$ cat src/rtl/alu_resp_unit.sv
// ALU responder: accepts (a, b, op) requests, queues (z, zero flag) in a small FIFO
// and returns them in order. Define ALU_RESP_ERR_EN to add a per-entry resp_err output.
module alu_resp_unit #(
  parameter int WIDTH = 32,
  parameter int DEPTH = 2,
  parameter int CNT_W = 16
) (
  input  logic             clk,
  input  logic             reset_n,
  input  logic             req_valid,
  output logic             req_ready,
  input  logic [WIDTH-1:0] req_a,
  input  logic [WIDTH-1:0] req_b,
  input  logic [2:0]       req_op,
  output logic             resp_valid,
  input  logic             resp_ready,
  output logic [WIDTH-1:0] resp_z,
  output logic             resp_ex,
`ifdef ALU_RESP_ERR_EN
  output logic             resp_err,
`endif
  output logic [CNT_W-1:0] done_cnt
);

  localparam int PTR_W  = $clog2(DEPTH);
  localparam int OCC_W  = $clog2(DEPTH + 1);
  localparam logic [OCC_W-1:0] FULL = OCC_W'(DEPTH);

  typedef enum logic [2:0] {
    OP_AND = 3'b000,
    OP_OR  = 3'b001,
    OP_ADD = 3'b010,
    OP_SUB = 3'b110,
    OP_SLT = 3'b111
  } op_e;

  logic [WIDTH-1:0] alu_z;
  logic             alu_ex;
  logic             push, pop;

  logic [WIDTH-1:0] z_mem_q  [DEPTH];
  logic [WIDTH-1:0] z_mem_d  [DEPTH];
  logic             ex_mem_q [DEPTH];
  logic             ex_mem_d [DEPTH];
  logic [PTR_W-1:0] wr_ptr_q, wr_ptr_d;
  logic [PTR_W-1:0] rd_ptr_q, rd_ptr_d;
  logic [OCC_W-1:0] count_q, count_d;
  logic [CNT_W-1:0] done_cnt_q, done_cnt_d;

  // NOTE: every variable gets a default before the case, so no path leaves it
  // unassigned and no latch is inferred.
  always_comb begin
    alu_z = '0;
    case (op_e'(req_op))
      OP_AND:  alu_z = req_a & req_b;
      OP_OR:   alu_z = req_a | req_b;
      OP_ADD:  alu_z = req_a + req_b;
      OP_SUB:  alu_z = req_a + ~req_b + WIDTH'(1);
      OP_SLT:  alu_z = ($signed(req_a) < $signed(req_b)) ? WIDTH'(1) : '0;
      default: alu_z = '0;
    endcase
  end

  assign alu_ex = (alu_z == '0);

  assign req_ready  = (count_q != FULL);
  assign resp_valid = (count_q != '0);
  assign push       = req_valid && req_ready;
  assign pop        = resp_valid && resp_ready;

  always_comb begin
    z_mem_d    = z_mem_q;
    ex_mem_d   = ex_mem_q;
    wr_ptr_d   = wr_ptr_q;
    rd_ptr_d   = rd_ptr_q;
    count_d    = count_q;
    done_cnt_d = done_cnt_q;
    if (push) begin
      z_mem_d[wr_ptr_q]  = alu_z;
      ex_mem_d[wr_ptr_q] = alu_ex;
      wr_ptr_d           = wr_ptr_q + PTR_W'(1);
    end
    if (pop) begin
      rd_ptr_d   = rd_ptr_q + PTR_W'(1);
      done_cnt_d = done_cnt_q + CNT_W'(1);
    end
    case ({push, pop})
      2'b10:   count_d = count_q + OCC_W'(1);
      2'b01:   count_d = count_q - OCC_W'(1);
      default: count_d = count_q;
    endcase
  end

  // NOTE: the storage is reset too, because resp_z/resp_ex must read 0 out of
  // reset and they are taken straight from the head entry.
  always_ff @(posedge clk or negedge reset_n) begin
    if (!reset_n) begin
      for (int i = 0; i < DEPTH; i++) begin
        z_mem_q[i]  <= '0;
        ex_mem_q[i] <= 1'b0;
      end
      wr_ptr_q   <= '0;
      rd_ptr_q   <= '0;
      count_q    <= '0;
      done_cnt_q <= '0;
    end else begin
      // NOTE: non-blocking assignments so every flop samples pre-edge values.
      z_mem_q    <= z_mem_d;
      ex_mem_q   <= ex_mem_d;
      wr_ptr_q   <= wr_ptr_d;
      rd_ptr_q   <= rd_ptr_d;
      count_q    <= count_d;
      done_cnt_q <= done_cnt_d;
    end
  end

  assign resp_z   = z_mem_q[rd_ptr_q];
  assign resp_ex  = ex_mem_q[rd_ptr_q];
  assign done_cnt = done_cnt_q;

`ifdef ALU_RESP_ERR_EN
  logic alu_err;
  logic err_mem_q [DEPTH];
  logic err_mem_d [DEPTH];

  assign alu_err = !(req_op inside {OP_AND, OP_OR, OP_ADD, OP_SUB, OP_SLT});

  always_comb begin
    err_mem_d = err_mem_q;
    if (push) err_mem_d[wr_ptr_q] = alu_err;
  end

  always_ff @(posedge clk or negedge reset_n) begin
    if (!reset_n) begin
      for (int i = 0; i < DEPTH; i++) err_mem_q[i] <= 1'b0;
    end else begin
      err_mem_q <= err_mem_d;
    end
  end

  assign resp_err = err_mem_q[rd_ptr_q];
`endif

endmodule

$ cat config.mk
export PLATFORM = sky130hd
export DESIGN_NAME = alu_resp_unit
export DESIGN_NICKNAME = d
export VERILOG_FILES = /design/src/rtl/alu_resp_unit.sv
export SDC_FILE = /design/constraint.sdc
export NUM_CORES = 1
export LEC_CHECK = 0
export BUFFER_PORTS_ARGS = -buffer_cell sky130_fd_sc_hd__buf_2
export CELL_PAD_IN_SITES_DETAIL_PLACEMENT = 0
export CELL_PAD_IN_SITES_GLOBAL_PLACEMENT = 1
export CORE_ASPECT_RATIO = 1.5
export CORE_MARGIN = 2
export CORE_UTILIZATION = 48
export CTS_BUF_LIST = sky130_fd_sc_hd__clkbuf_2 sky130_fd_sc_hd__clkbuf_4 sky130_fd_sc_hd__clkbuf_8
export DETAILED_ROUTE_END_ITERATION = 8
export PLACE_DENSITY = 0.91
export SLEW_MARGIN = 20
export SYNTH_ARGS = -nofsm -noshare
export SYNTH_HDL_FRONTEND = slang
export SYNTH_SLANG_ARGS = --single-unit
$ cat constraint.sdc
create_clock -name clk -period 4.03 [get_ports clk]
set_clock_uncertainty 0.05 [all_clocks]
set_input_delay 0.2015 -clock clk [delete_from_list [all_inputs] [get_ports clk]]
set_output_delay 0.2015 -clock clk [all_outputs]
set_load 0.01 [all_outputs]
==> metrics.txt <==
setup repair after global routing missed its margin false; pin count of the biggest net entering global routing 87; max-cap check violation count 0; ratio of final minimum period to clock period 0.952; Layout fillers 1,844; maximum vdd drop 0.261 mV; first-pass GRT wire length 47,200 um; Final Max Slew Viols 0; Setup Total Neg Slack 0 ns; Hold Crit Start req_valid; result of the run completed; final worst path period need 3.84 ns; TritonRoute pass-1 iters 6; number of distinct library cells after synthesis 77; worst setup path class in -> reg; horizontal die dimension 116 um; Max Fanout on Critical Path 4; core region area 18,500 um^2; number of clock sinks 86; worst slew slack as a fraction of its limit 0.376; post-synthesis instance area 9040 um^2; total via count after detailed routing 9,154; Avg Cell Area, Syn 7.90 um^2; drt via density 5.94; number of antenna violations at the first check in global routing 1; worst endpoint required time 4.23 ns; port buffer count 121; vias in the first global route 9,138; Final Total Pwr 0.00435 W; final core occ 0.567; TritonCTS clock tree done; Post-Syn Nets 1,318; io pins 122; routability congestion estimate 0.962; global-route usage over all layers 0.303; htree depth 3; final setup vio count 0; Rows 61; register area share after synthesis 0.238; Critical Path Sink Type register; full die area 20,000 um^2; most instantiated flip-flop cell in the synthesis netlist sky130_fd_sc_hd__dfrtp_1; setup fix buffers added after clock tree synthesis 0; fraction of final layout cells sized beyond drive strength 1 0.228; category of the worst setup path launch point input pin; grt total ovfl 0; number of hold-slack violations in the final timing report 0; transition time of the tightest slew-check pin 0.936 ns; Vert. Die Dim 172 um; Initial Utilization 0.489; critical path data arrival time 4.03 ns; Post-Place Cells 1,522; launch instance of the worst register-to-register path count_q[0]; ratio of total power to cell area 415 nW/um^2; Total Wirelength 30,100 um; Yosys warning total 0; number of synthesized register bits 86; count of unresolved DRC violations after routing 0; clock transition time at the flip-flop clock pins of the worst setup and hold paths 0.09 ns; post-synthesis async set-or-reset flop share 1.00; commonest cells after routing, fill and taps aside 151 x sky130_fd_sc_hd__nand2_1, 120 x sky130_fd_sc_hd__buf_2, 102 x sky130_fd_sc_hd__inv_1, 101 x sky130_fd_sc_hd__ha_1, 86 x sky130_fd_sc_hd__dfrtp_1; wire length per cell 19.6 um; highest achievable clock rate 261 MHz; most frequent standard cell in the layout excluding fill and tap cells sky130_fd_sc_hd__nand2_1; area overhead of the layout relative to synthesis 15.9%; clock buffer count from CTS 9; number of nets in the layout 1,456; Min Hold Slack 0.141 ns; Post-synth EDFFs 0; Clock Tree Root sky130_fd_sc_hd__clkbuf_8; leakage power of the design 5.15 nW; Syn Inst Count 1,144; Finished Layout Cells 1,540; Antenna Nets Post-Route 0; DP Wirelength 23,900 um; classification of the worst-slack hold path in -> reg; Initial DRC Count 619; clock insertion delay at the later pin of the skew report 0.36 ns; Worst setup startpoint req_b[0]; clock buffer depth 2
sequential cells by signal (all words and copies together), names as in the netlist:
| register | cells |
|---|---|
| rd_ptr_q | 1 |
| wr_ptr_q | 1 |
| z_mem_q | 64 |
| count_q | 2 |
| done_cnt | 16 |
| ex_mem_q | 2 |
report_power, final:
part           switching [W]  internal (W)
logic                0.00129       0.00100
clock network       0.000319      0.000297
registers           0.000240       0.00120
metrics by stage:
stage / instance area [um^2] / setup WS, ns
after floorplan: 9040 / 0.701
after global placement: 10200 / -0.00994
after detailed placement: 10200 / -0.143
after CTS: 10400 / 0.224
after global routing: 10500 / 0.0458
final: 10500 / 0.192
synth_stat cells (4+ instances only):
library cell / instances / share of area
sky130_fd_sc_hd__a2111oi_0: 4 / 0.0039
sky130_fd_sc_hd__a211o_1: 5 / 0.0048
sky130_fd_sc_hd__a211oi_1: 16 / 0.013
sky130_fd_sc_hd__a21boi_0: 5 / 0.0042
sky130_fd_sc_hd__a21o_1: 16 / 0.013
sky130_fd_sc_hd__a21oi_1: 71 / 0.039
sky130_fd_sc_hd__a221o_1: 6 / 0.0066
sky130_fd_sc_hd__a221oi_1: 9 / 0.0087
sky130_fd_sc_hd__a31o_2: 5 / 0.0048
sky130_fd_sc_hd__a31oi_1: 6 / 0.0042
sky130_fd_sc_hd__and2_1: 4 / 0.0028
sky130_fd_sc_hd__and3_1: 6 / 0.0042
sky130_fd_sc_hd__and4_1: 4 / 0.0039
sky130_fd_sc_hd__buf_1: 12 / 0.0050
sky130_fd_sc_hd__buf_2: 4 / 0.0022
sky130_fd_sc_hd__clkbuf_1: 50 / 0.021
sky130_fd_sc_hd__dfrtp_1: 86 / 0.24
sky130_fd_sc_hd__ha_1: 101 / 0.14
sky130_fd_sc_hd__inv_1: 102 / 0.042
sky130_fd_sc_hd__mux2_2: 55 / 0.069
sky130_fd_sc_hd__mux2i_1: 11 / 0.012
sky130_fd_sc_hd__nand2_1: 151 / 0.063
sky130_fd_sc_hd__nand2b_1: 6 / 0.0042
sky130_fd_sc_hd__nand3_1: 28 / 0.016
sky130_fd_sc_hd__nand4_1: 8 / 0.0055
sky130_fd_sc_hd__nor2_1: 67 / 0.028
sky130_fd_sc_hd__nor2b_1: 12 / 0.0083
sky130_fd_sc_hd__nor3_1: 26 / 0.014
sky130_fd_sc_hd__nor3b_1: 7 / 0.0058
sky130_fd_sc_hd__nor4_1: 13 / 0.0090
sky130_fd_sc_hd__o2111ai_1: 5 / 0.0048
sky130_fd_sc_hd__o211ai_1: 20 / 0.017
sky130_fd_sc_hd__o21a_1: 6 / 0.0050
sky130_fd_sc_hd__o21ai_0: 75 / 0.042
sky130_fd_sc_hd__o21bai_1: 5 / 0.0042
sky130_fd_sc_hd__o221a_2: 6 / 0.0075
sky130_fd_sc_hd__o221ai_1: 6 / 0.0058
sky130_fd_sc_hd__o22ai_1: 7 / 0.0048
sky130_fd_sc_hd__o31a_1: 7 / 0.0068
sky130_fd_sc_hd__o31ai_1: 14 / 0.012
sky130_fd_sc_hd__or2_2: 5 / 0.0035
sky130_fd_sc_hd__or3_1: 8 / 0.0055
sky130_fd_sc_hd__xnor2_1: 28 / 0.027
sky130_fd_sc_hd__xor2_1: 4 / 0.0039
final timing paths:
| path | endpoint | cells after the start | slack, ns |
|---|---|---|---|
| max | ex_mem_q[0] | 16 | 0.19 |
| min | wr_ptr_q | 4 | 0.14 |
| max reg2reg | z_mem_q[46] | 4 | 2.07 |
| min reg2reg | done_cnt[15] | 1 | 0.42 |
| max in group asynchronous | z_mem_q[3] | 2 | 2.99 |
| min in group asynchronous | done_cnt[14] | 2 | 0.43 |
routing by layer:
metal / GRT usage / routed length, um / part of all wire
met1: 0.334 / 11300 / 0.38
met2: 0.565 / 15700 / 0.52
met3: 0.0315 / 1540 / 0.051
met5: 0 / 0 / 0
met4: 0.154 / 1570 / 0.052
final cells by class:
type	instances	area [um^2]	share of cell area
multi-input cells	887	6250	0.596
well taps	252	315	0.0301
inverters	103	387	0.0369
clock buffers	10	131	0.0125
flip-flops and latches	86	2150	0.205
repair buffers	195	1170	0.112
diodes	1	2.50	0.000239
clock inverters	6	70.1	0.00669
kinds of logic after synthesis:
family	count (synthesis)	synth area share
multiplexers	66	0.0807
buffers and inverters	171	0.0728
AND/OR/NAND/NOR	358	0.186
AO/OA/AOI/OAI	328	0.247
flip-flops	86	0.238
XOR/XNOR	32	0.0310
adder cells (fa/ha/maj)	103	0.144
what timing repair did:
action,in CTS,in global routing
hold endpoints to repair,0,86
hold buffers,0,1
gates resized for setup,0,3
setup endpoints to repair,0,2
critical path, cell delays in order:
cell	delay, ns
sky130_fd_sc_hd__buf_2	0.10
sky130_fd_sc_hd__ha_1	0.19
sky130_fd_sc_hd__inv_1	0.06
sky130_fd_sc_hd__fa_1	0.40
sky130_fd_sc_hd__nor2b_1	0.17
sky130_fd_sc_hd__o2111ai_1	0.26
sky130_fd_sc_hd__a21oi_1	0.38
sky130_fd_sc_hd__a21oi_1	0.11
sky130_fd_sc_hd__buf_4	0.17
sky130_fd_sc_hd__o311ai_0	0.46
sky130_fd_sc_hd__buf_4	0.23
sky130_fd_sc_hd__a31oi_1	0.12
sky130_fd_sc_hd__mux2_2	0.30
sky130_fd_sc_hd__a22oi_1	0.39
sky130_fd_sc_hd__nand4_1	0.20
sky130_fd_sc_hd__o41ai_1	0.28
No activity file was read; power rests on OpenSTA's default activity.
